**src/rtl/fifo_pkg.sv**
```systemverilog
// Shared constants and helpers for the FIFO read-side stream adapter.
// The skid depth matches the worst-case number of words outstanding.
package fifo_pkg;

   localparam int DEF_DATA_WIDTH  = 8;
   localparam int DEF_COUNT_WIDTH = 16;
   localparam int SKID_DEPTH      = 3;

   typedef logic [1:0] skid_ptr_t;

   localparam skid_ptr_t SKID_LAST = skid_ptr_t'(SKID_DEPTH - 1);
   localparam skid_ptr_t SKID_FULL = skid_ptr_t'(SKID_DEPTH);

   function automatic skid_ptr_t ptr_inc(input skid_ptr_t p);
      return (p == SKID_LAST) ? '0 : p + 2'd1;
   endfunction

endpackage

```
**src/rtl/reader_skid_buf.sv**
```systemverilog
// Three-entry circular buffer that absorbs the FIFO read latency.
// Push is the captured read; pop is the downstream handshake.
module reader_skid_buf
   import fifo_pkg::*;
#(
   parameter int DATA_WIDTH = DEF_DATA_WIDTH
) (
   input  logic                  clk,
   input  logic                  rst,
   input  logic                  push,
   input  logic                  pop,
   input  logic [DATA_WIDTH-1:0] din,
   output logic [DATA_WIDTH-1:0] dout,
   output skid_ptr_t             occ
);

   logic [DATA_WIDTH-1:0] mem [SKID_DEPTH];
   skid_ptr_t head;
   skid_ptr_t tail;
   skid_ptr_t occ_q;
   logic      do_pop;

   assign do_pop = pop && (occ_q != '0);
   assign dout   = mem[head];
   assign occ    = occ_q;

   always_ff @(posedge clk) begin
      if (rst) begin
         head  <= '0;
         tail  <= '0;
         occ_q <= '0;
         for (int i = 0; i < SKID_DEPTH; i++) begin
            mem[i] <= '0;
         end
      end else begin
         if (push) begin
            mem[tail] <= din;
            tail      <= ptr_inc(tail);
         end
         if (do_pop) begin
            head <= ptr_inc(head);
         end
         unique case (1'b1)
            (push && !do_pop): occ_q <= occ_q + 2'd1;
            (!push && do_pop): occ_q <= occ_q - 2'd1;
            default:           occ_q <= occ_q;
         endcase
      end
   end

   // Read issue keeps occ + inflight within depth, so this never fires.
   a_no_overflow: assert property (
      @(posedge clk) disable iff (rst)
      !(push && (occ_q == SKID_FULL))
   );

endmodule

```
**src/rtl/fifo_stream_reader.sv**
```systemverilog
// Drains a registered-output FIFO and re-presents it as valid/ready.
// fifo_rd_en depends only on state and FIFO flags, never on m_ready.
module fifo_stream_reader
   import fifo_pkg::*;
#(
   parameter int DATA_WIDTH  = DEF_DATA_WIDTH,
   parameter int COUNT_WIDTH = DEF_COUNT_WIDTH
) (
   input  logic                   clk,
   input  logic                   rst,
   input  logic                   en,
   input  logic                   fifo_empty,
   input  logic [DATA_WIDTH-1:0]  fifo_dout,
   output logic                   fifo_rd_en,
   output logic                   m_valid,
   input  logic                   m_ready,
   output logic [DATA_WIDTH-1:0]  m_data,
   output logic                   busy,
   output logic [COUNT_WIDTH-1:0] word_count
);

   logic      inflight;
   skid_ptr_t occ;
   logic [2:0] level;
   logic      pop;

   assign level = {1'b0, occ} + {2'b00, inflight};

   assign fifo_rd_en = en && !fifo_empty && !rst
                    && (level < 3'(SKID_DEPTH));

   assign m_valid = (occ != '0);
   assign pop     = m_valid && m_ready;
   assign busy    = inflight || m_valid;

   always_ff @(posedge clk) begin
      if (rst) begin
         inflight   <= 1'b0;
         word_count <= '0;
      end else begin
         inflight <= fifo_rd_en;
         if (pop) begin
            word_count <= word_count + COUNT_WIDTH'(1);
         end
      end
   end

   reader_skid_buf #(
      .DATA_WIDTH (DATA_WIDTH)
   ) u_skid (
      .clk  (clk),
      .rst  (rst),
      .push (inflight),
      .pop  (pop),
      .din  (fifo_dout),
      .dout (m_data),
      .occ  (occ)
   );

   a_rd_not_empty: assert property (
      @(posedge clk) fifo_rd_en |-> !fifo_empty
   );

endmodule

```
**config.mk**
```make
export PLATFORM = sky130hd
export DESIGN_NAME = fifo_stream_reader
export DESIGN_NICKNAME = d
export VERILOG_FILES = /design/src/rtl/fifo_pkg.sv /design/src/rtl/reader_skid_buf.sv /design/src/rtl/fifo_stream_reader.sv
export SDC_FILE = /design/constraint.sdc
export NUM_CORES = 1
export LEC_CHECK = 0
export ABC_AREA = 1
export BUFFER_PORTS_ARGS = -buffer_cell sky130_fd_sc_hd__buf_2
export CAP_MARGIN = 20
export CELL_PAD_IN_SITES_DETAIL_PLACEMENT = 2
export CELL_PAD_IN_SITES_GLOBAL_PLACEMENT = 2
export CORE_UTILIZATION = 31
export DETAILED_ROUTE_END_ITERATION = 6
export MAX_ROUTING_LAYER = met4
export PLACE_DENSITY_LB_ADDON = 0.1
export SLEW_MARGIN = 30
export SYNTH_ARGS = -nofsm -noshare
export SYNTH_HDL_FRONTEND = slang
export SYNTH_SLANG_ARGS = --single-unit
export TNS_END_PERCENT = 30
```
**constraint.sdc**
```tcl
create_clock -name clk -period 2 [get_ports clk]
set_clock_uncertainty 0.1 [all_clocks]
set_input_delay 0.5 -clock clk [delete_from_list [all_inputs] [get_ports clk]]
set_output_delay 0.5 -clock clk [all_outputs]
set_load 0.1 [all_outputs]
```
==> results list, run 1 <==
- The flow ran to the end, but the final reports show violations.
- Violated checks: setup timing
- Share of the cycle needed by the critical path after routing: 1.12
- Clock period minus final worst setup slack: ~2200 ps
* Number of design-rule violations left by the first detailed-router iteration: 52
* Number of setup violations in the final report: 8
- Nets: 350
- Worst slack at placement: 107 ps
- The worst hold path belongs to the class input pin to register.
- Counting every net in the synthesized netlist gives ~290.
- Data arrives at the worst endpoint at 1640 ps.
- Global routing finished with a remaining overflow of 0.
- Seq cells post-synth: 57
- Kind of start point of the critical path: register
* I/O pin count: 40
- Mean area per synthesized cell: 9.44 um^2
* Static Leakage: 0.00150 uW
- Register-to-register setup slack: 50 ps
* Worst Tran Pin Value: 489 ps
- Reg2reg start: u_skid.occ[0]
- The final layout contains routed wiring with a total length of 7850 um.
- After synthesis, the netlist uses 34 different library cells.
- Of the cells placed in the final design, the portion with a size suffix greater than 1 is 0.361.
- Power density of the placed cells: 965 nW/um^2
- Along the worst path, the maximum fanout reaches 2.
- The worst setup path is of the register to output pin kind.
- In this run the core area contains 32 standard-cell rows.
- The first global-routing pass estimated 12200 um of wire.
* Unrepaired setup endpoints after global routing: true
- In this run, post-CTS hold repair placed 0 buffers.
* CP Capture Type: output pin
* Initial standard-cell utilization of the core: 0.326
- Detailed-router iteration count before antenna repair: 4
- Relative slew slack: 0.676
- CTS saw 57 sinks.
- For this block, the via count after detailed routing is 2170.
- Initial antenna violation count: 0
- Start point of the critical path: u_skid.occ[0]
- Fin. max-slew vios: 0
- Measured on the finished design, the core utilization comes to 0.463.
- Max-cap violations in this run came to 0.
- In this run the critical register-to-register path is captured at u_skid.occ[1].
- Clock-pin slew was measured on the worst setup and hold paths at 70 ps.
* Worst vdd ir: 0.477 mV
- Number of diodes: 0
* Post-Syn Instances: 271
- HPWL Detailed: between 5000 and 6000 um
- The die covers 8620 um^2.
* TritonCTS clock tree: built
- Entering global routing, the biggest net connects 19 pins.
* Number of routed nets with antenna violations: 0
* Number of cells traversed by the worst register-to-register path: 10
- Yosys warns: 0
- Die span in y: just over 90 um
- Buffers placed on the I/O ports in this run total 39.
- Counting along the longest clock path gives a buffer depth of 2.
* Setup tns final: -523 ps
* Final weighted congestion in routability-driven placement: 0.730
- DRC errors left: 0
- Horizontal die dimension: 92.9 um
* Critical Path Sink: fifo_rd_en
* Routed length per instance: around 18 um
- Summing all multi-input logic gate instances after layout gives 1150 um^2.
* Fin. Hold Viols: 0
- The layout has around 860 filler cells.
* Worst EP required: approximately 1400 ps
- The H-tree generated during clock tree synthesis spans 3 levels.
- CTS Root Buffer Type: clkbuf_8
- Combined flip-flop and latch cell area: 1480 um^2
- Number of global-route vias before repair: 2411
- For this run, the register share of the synthesized area comes to 0.571.
- Static timing analysis puts the maximum clock frequency at 0.447 GHz.
* Detailed-route vias per instance: 4.93
* PnR worst setup slack: -236 ps
* Source-to-sink clock delay at the later pin of the worst-skew pair: 330 ps
- Cell area after synthesis: roughly 2600 um^2
- Layout-stage area growth over the synthesis result: 41.9%
- Area of the core region: 7850 um^2
* Number of buffers created by CTS: 9
- For this run, the total global-route usage over all layers was measured as 0.196.
==> cell usage after synthesis <==
| master | count | share of area |
|---|---|---|
| a211oi_1 | 1 | 0.0029 |
| o21a_1 | 1 | 0.0029 |
| o21ai_1 | 3 | 0.0059 |
| inv_2 | 5 | 0.0073 |
| nor2_1 | 60 | 0.088 |
| nand4_2 | 1 | 0.0049 |
| nand2_1 | 28 | 0.041 |
| nand4_1 | 4 | 0.0098 |
| nand3_2 | 2 | 0.0078 |
| a21oi_1 | 11 | 0.022 |
| nor2_8 | 1 | 0.0078 |
| o21ai_0 | 21 | 0.041 |
| nand3_1 | 9 | 0.018 |
| nor3_4 | 1 | 0.0064 |
| nor2_4 | 3 | 0.013 |
| nor3_1 | 2 | 0.0039 |
| a31oi_1 | 1 | 0.0024 |
| ha_1 | 4 | 0.020 |
| dfxtp_1 | 25 | 0.20 |
| inv_1 | 27 | 0.040 |
| nand2_4 | 1 | 0.0044 |
| o211a_1 | 1 | 0.0039 |
| edfxtp_1 | 32 | 0.38 |
| inv_4 | 1 | 0.0024 |
| nand2_2 | 4 | 0.0098 |
| nor4_1 | 1 | 0.0024 |
| nand3_4 | 1 | 0.0068 |
| o22ai_1 | 8 | 0.020 |
| buf_2 | 4 | 0.0078 |
| nor3b_2 | 2 | 0.0098 |
| o31ai_1 | 2 | 0.0059 |
| nor3b_1 | 1 | 0.0029 |
| a2111oi_0 | 2 | 0.0068 |
| and2_1 | 1 | 0.0024 |
==> how the worst min path moves through the flow <==
stage              startpoint                to  slack, ps  depth (start not counted)
3_3_place_gp   u_skid.head[1]    u_skid.head[1]        390                          2
6_report         fifo_dout[0]  u_skid.mem[3][0]        250                          1
2_1_floorplan  u_skid.head[1]          register        360                          2
3_5_place_dp   u_skid.head[1]    u_skid.head[1]        400                          2
4_1_cts          fifo_dout[0]  u_skid.mem[3][0]        240                          1
5_1_grt          fifo_dout[0]  u_skid.mem[3][0]        230                          1
==> cell type report <==
type	instances	share of cell area
Tap cell	102	0.0352
Timing Repair Buffer	54	0.128
Inverter	33	0.0438
Clock inverter	6	0.0293
Timing Repair inverter	1	0.00448
Multi-Input combinational cell	177	0.317
Clock buffer	10	0.0352
Sequential cell	57	0.407
==> registers in the layout, indices dropped and copies added, names as in the netlist, named ones only <==
name	count
u_skid.mem	32
u_skid.tail	2
word_count	16
inflight	1
u_skid.occ	2
u_skid.head	2
==> repair_timing <==
item                                    CTS  global route
endpoints found under the setup margin   10            10
pin swaps                                 0             1
buffers inserted                          2             4
cloned                                    0             1
resized for setup                        20            27
==> where the power goes <==
part | internal (uW) | switching [uW] | total (uW)
Combinational | 288 | 598 | 886
Sequential | 1280 | 34.0 | 1310
Clock | 822 | 485 | 1310
==> cells by family after synthesis <==
logic type,Yosys count,share of synthesized area
flip-flops,57,0.571
AO/OA/AOI/OAI,51,0.113
AND/OR/NAND/NOR,122,0.239
adder cells (fa/ha/maj),4,0.0196
buffers and inverters,37,0.0572
==> critical path, cell delays in order, from the launching register on <==
cell and delay (ps):
dfxtp_4 360, ha_4 160, ha_4 220, a2111oi_4 340, buf_12 220
==> placed cells by master, fill, tap and decap left out, types with 9 or more instances in the layout <==
cell type,synthesis,routed
edfxtp_1,32,32
dfxtp_1,25,21
nor2_1,60,54
clkbuf_8,0,9
nand2_1,28,27
buf_2,4,28
buf_12,0,10
o21ai_1,3,10
inv_1,27,26
buf_4,0,15
nand3_1,9,9
a21oi_1,11,11
==> per-stage QoR <==
| step | instances | hold WS, ps | total power [uW] | area [um^2] |
|---|---|---|---|---|
| after floorplan | 271 | 360 | 1880 | 2710 |
| after global placement | 417 | 386 | 2120 | 3220 |
| after detailed placement | 417 | 395 | 2140 | 3220 |
| after CTS | 435 | 239 | 3470 | 3500 |
| after global routing | 440 | 232 | 3630 | 3630 |
| final | 440 | 251 | 3500 | 3630 |
==> layer usage <==
layer  global-route usage  vias to the layer above  wire length, um
li1                     -                     1049                -
met1                0.204                     1079             3150
met2                0.365                       35             4400
met3               0.0353                        7              204
met4               0.0731                        0               96
met5                    -                        -                0
(Power assumes the default switching activity.)
==> run 2: changes to the inputs <==
SKIP_CTS_REPAIR_TIMING = 1   (was not set)
==> run 2 against run 1 <==
Effect of this change: the flow still finishes with violations (setup timing); sequential power barely moved; cell count fell by 1.1%; sequential cell count did not move; non-clock buffer count fell by 4; global-route usage fell by 0.38 points; register-to-register slack improved by 180 ps; setup slack got worse by 3.4 ps; hold slack improved by 1.7 ps; design area fell by 3.1%; critical path depth did not move; critical endpoint unchanged; largest cell class unchanged.
==> results list, run 2 (synthesis gave the netlist of run 1 again) <==
- Global-route wire length before repair: 12000 um
* Worst hold start: fifo_dout[0]
- CP Capture Type: output pin
- Max_cap viols: 0
- Number of routed nets with antenna violations: 0
* Routed length per instance: 16.7 um
- Initial antenna violation count: 0
* Num Clock Sinks: 57
* Upper clock frequency limit: 0.447 GHz
* Via count of the routed design: 2148
- The critical path starts at u_skid.occ[0].
- Placed Cells: 417
- Category of the most critical setup path: register to output pin
- The root buffer cell chosen for the clock tree is clkbuf_8.
- Unrepaired setup endpoints after global routing: true
- The count of buffers added on input and output ports is 39.
- Row count: 32
- Worst vdd ir: 0.470 mV
* Hold slack: 253 ps
- The routed design could run at a clock period as short as 2240 ps.
- The final reports fail on setup timing.
* Final global-route overflow total: 0
* Crit Path Max Fanout: 4
- TritonCTS built the clock tree.
- After clock tree synthesis, the clock-pin slew on the worst setup and hold paths is 70 ps.
- Number of buffers created by CTS: 9
- The worst setup path is launched from a register.
- The largest registers in the layout are u_skid.mem (32), word_count (16).
- The number of pins with negative max-slew slack in the final report came to 0.
* Reg2reg start: u_skid.occ[0]
* Relative slew slack: 0.676
* PnR worst setup slack: -239 ps
- Fin. Hold Viols: 0
- Number of diodes: 0
- The run finished, with violations left.
* Register ranked first by flip-flop count: u_skid.mem
* Area of the core region: 7850 um^2
- Commonest cells after routing, fill and taps aside: 60 x nor2_1, 32 x edfxtp_1, 29 x buf_2
- DRC errors left: 0
- Detailed-router iteration count before antenna repair: 4
* Final cell count without fillers: ~440
- Deepest clock path buffer count: 2
* Footprint of the multi-input gates: 1120 um^2
- Data arrival, critical path: approximately 1600 ps
- Setup violations remaining at the end of the flow were counted as 5.
- Once detailed placement completed, the half-perimeter wirelength came to 5190 um.
* Worst Tran Pin Value: 489 ps
- Share of the cycle needed by the critical path after routing: 1.12
* Most common cell after layout, fill and taps aside: nor2_1
- Hold Path Class: input pin to register
- The clock tree synthesis step divided the H-tree into 3 levels.
* Fraction of layout cells with a size suffix above 1: 0.330
- In this run, the number of DRC markers left after iteration 0 of detailed routing was 47.
- Initial standard-cell utilization of the core: 0.326
* Maximum number of pins on one net before global-route repair: 19
- The number of global-route vias before repair was 2414.
* Horizontal die dimension: slightly above 90 um
* Layout-stage area growth over the synthesis result: 37.5%
- The design draws 3440 uW.
- At the later pin of the worst-skew pair, clock insertion delay measures 330 ps.
* Flip-flop count of the largest register after layout: 32
- Routed wire length: 7280 um
- The congestion estimate from routability-driven global placement came to 0.730.
- Dividing total power by cell area gives a power density of 978 nW/um^2.
- Detailed-route vias per instance: 4.94
- Die span in y: 92.9 um
* Static Leakage: 0.00145 uW
* Nets: 345
- 40 I/O pins were placed.
* Filler instances: 865
* All-layer global routing usage: 0.192
- The die covers 8620 um^2.
- Combined flip-flop and latch cell area: 1470 um^2
* Worst EP required: 1400 ps
==> run 2: cell count changes in the layout (fill, tap and decap cells not counted), sizes merged <==
cell | before | now
inv | 31 | 32
clkinv | 4 | 2
clkbuf | 10 | 11
buf | 54 | 49
==> run 2: worst paths after layout <==
kind	end	slack (ps)	cells after the start
worst min register to register	register	390	2
worst max register to register	u_skid.occ[1]	230	9
worst max-delay path	fifo_rd_en	-240	4
worst min-delay path	u_skid.mem[3][0]	250	1
==> run 2: power breakdown <==
part / switching (uW) / leakage (uW) / internal, uW
Combinational: 562 / 0.000814 / 262
Clock: 477 / 0.000114 / 822
Sequential: 38.5 / 0.000525 / 1280
==> run 2: layer usage <==
metal,up-vias,track usage,part of all wire
li1,1041,-,-
met1,1065,0.198,0.40
met2,34,0.360,0.56
met3,8,0.0353,0.025
met4,0,0.0731,0.012
met5,-,-,0
==> run 2: through the flow <==
step	setup TNS, ps	area, um^2	setup slack (ps)	util
after floorplan	-1170	2710	-456	-
after global placement	0	3220	130	0.410
after detailed placement	0	3220	107	0.410
after CTS	-2190	3450	-282	0.440
after global routing	-906	3520	-300	0.448
final	-433	3520	-239	0.448
==> run 2: final cells by class <==
| class | count | share of cell area |
|---|---|---|
| Clock buffer | 10 | 0.0363 |
| Clock inverter | 6 | 0.0302 |
| Inverter | 33 | 0.0398 |
| Multi-Input combinational cell | 177 | 0.319 |
| Sequential cell | 57 | 0.418 |
| Tap cell | 102 | 0.0363 |
| Timing Repair Buffer | 50 | 0.120 |
==> run 2: critical path, cell delays in order (launching register included) <==
cell and delay (ps):
dfxtp_2 350, ha_4 170, ha_4 220, a2111oi_4 340, buf_12 220
==> run 3: changes to the inputs <==
RECOVER_POWER = 100   (was not set)
==> run 3 against run 2 <==
Effect of this change: largest cell class unchanged; die area stayed put; register-to-register slack worse by 200 ps; the run still ends with setup timing left; maximum frequency is 0.17% lower; first-iteration DRC count is 15% higher; design area is 2.3% lower; utilization is 1.0 points lower; clock-buffer cell count stayed put; via count is 0.74% lower; setup slack worse by 3.7 ps.
==> results list, run 3 (synthesis gave the netlist of run 1 again) <==
- Fin. max-slew vios: 0
- Total power for the finished layout comes to 3430 uW.
- The library cell used most frequently in the layout, excluding fill and tap cells, is nor2_1.
- The die is 92.9 um wide.
* Worst Tran Pin Value: 617 ps
- Once placement finished, the instance area stood at approximately 3200 um^2.
* Utilization after layout: 0.438
- Final design area excluding fillers: 3440 um^2
- Worst hold start: fifo_dout[0]
- The congestion estimate from routability-driven global placement came to 0.730.
* Fin. Hold Viols: 0
- Of the cells placed in the final design, the portion with a size suffix greater than 1 is 0.285.
- Reg2reg start: u_skid.occ[1]
- Nets: ~350
- The first global-routing pass estimated 12000 um of wire.
* Largest registers ranked by flip-flop count: u_skid.mem (32), word_count (16)
- The H-tree was split into 3 levels.
- Source-to-sink clock delay at the later pin of the worst-skew pair: 330 ps
- I/O pin count: 40
- HPWL Detailed: approximately 5200 um
- CTS Root Buffer Type: clkbuf_8
- After clock tree synthesis, the clock-pin slew on the worst setup and hold paths is roughly 70 ps.
- Using the TritonRoute via totals, the vias-per-cell ratio works out to between 4 and 5.
- The setup path with the least slack is of type register to output pin.
- Routed length per instance: between 15 and 20 um
- The clock passes through at most 2 buffers.
* Num Clock Sinks: 57
* Power density of the placed cells: about 1000 nW/um^2
* Start point of the critical path: u_skid.occ[0]
* Number of buffers created by CTS: 9
* Violated checks: setup timing
* Unrepaired setup endpoints after global routing: true
- After the first detailed-routing iteration, the DRC count stood at 54.
- The number of global-route vias before repair came to 2414.
- Initial standard-cell utilization of the core: 0.326
- The library cells used most frequently in the layout, excluding fill and tap cells, are 62 x nor2_1, 32 x edfxtp_1, 29 x nand2_1.
- Across every metal layer, demand over resource in global routing totals 0.192.
- PnR worst setup slack: -243 ps
- Number of routed nets with antenna violations: 0
* Die span in y: 92.9 um
- CP Capture Type: output pin
- Floorplan die area: 8620 um^2
* Worst vdd ir: 0.460 mV
* Register ranked first by flip-flop count: u_skid.mem
- The repair_antennas step left the layout with diodes totalling 0.
- Static timing analysis puts the maximum clock frequency at roughly 0.45 GHz.
* Row count: 32
- Flip-flop count of the largest register after layout: 32
- Routed wire length: 7310 um
- Max_cap viols: 0
- Worst EP required: 1400 ps
- Data arrival, critical path: 1640 ps
- Outcome: finished with violations
- Before CTS, the worst setup slack after placement is between 100 and 150 ps.
* Hold Path Class: input pin to register
- The initial antenna violation count is 0.
* Port bufs: 39
- Static Leakage: 0.00138 uW
- In the finished design, the share of the clock period the worst path needs comes to 1.12.
* Kind of start point of the critical path: register
- Summing over every cut layer, the via total after detailed routing is 2132.
- Clock period minus final worst setup slack: ~2200 ps
- The pre-antenna-repair detailed-routing pass consisted of 4 iterations.
- Setup violations remaining at the end of the flow were counted as 6.
- TritonCTS built the clock tree.
- The total area inside the core boundary comes to 7850 um^2.
- Layout-stage area growth over the synthesis result: 34.3%
- Entering global routing, the biggest net connects 19 pins.
- Final global-route overflow total: 0
* Relative slew slack: 0.589
- Of all nets on the critical path, the largest fanout is 4.
- For this run, design rule violations remaining after detail routing come to 0.
==> run 3: cell count changes in the layout (fill, tap and decap cells not counted), sizes merged <==
| cell | previous run | this run |
|---|---|---|
| buf | 49 | 25 |
| clkbuf | 11 | 35 |
==> run 3: path summary, 6_finish.rpt <==
check	end	slack (ps)	cells after the start
max	fifo_rd_en	-240	4
min	u_skid.mem[3][0]	250	1
max reg2reg	u_skid.occ[1]	30	9
min reg2reg	register	390	2
==> run 3: cell type report <==
class	count	area, um^2
Clock buffer	10	128
Inverter	33	140
Multi-Input combinational cell	177	1060
Sequential cell	57	1470
Clock inverter	6	106
Timing Repair Buffer	50	400
Tap cell	102	128
Fill cell	870	4410
==> run 3: metal layers <==
| metal | global-route usage | vias up | part of all wire |
|---|---|---|---|
| met3 | 0.0353 | 10 | 0.025 |
| met1 | 0.198 | 1046 | 0.40 |
| met2 | 0.360 | 34 | 0.56 |
| met4 | 0.0731 | 0 | 0.014 |
| met5 | - | - | 0 |
| li1 | - | 1042 | - |
==> run 3: worst max-delay path, cell delays in order, from the launching register on <==
cell,delay [ps]
dfxtp_2,350
ha_4,170
ha_4,220
a2111oi_4,340
buf_12,220
==> run 3: power breakdown <==
group	switching, uW	internal [uW]	total [uW]
registers	38.7	1280	1320
clock network	484	822	1310
logic	555	255	810
total	1080	2350	3430
==> run 3: through the flow <==
stage          hold slack, ps  TNS, ps  cells
3_5_place_dp              395        0    417
3_3_place_gp              386        0    417
2_1_floorplan             360    -1170    271
5_1_grt                   236    -1060    435
4_1_cts                   239    -2190    433
6_report                  248     -453    435
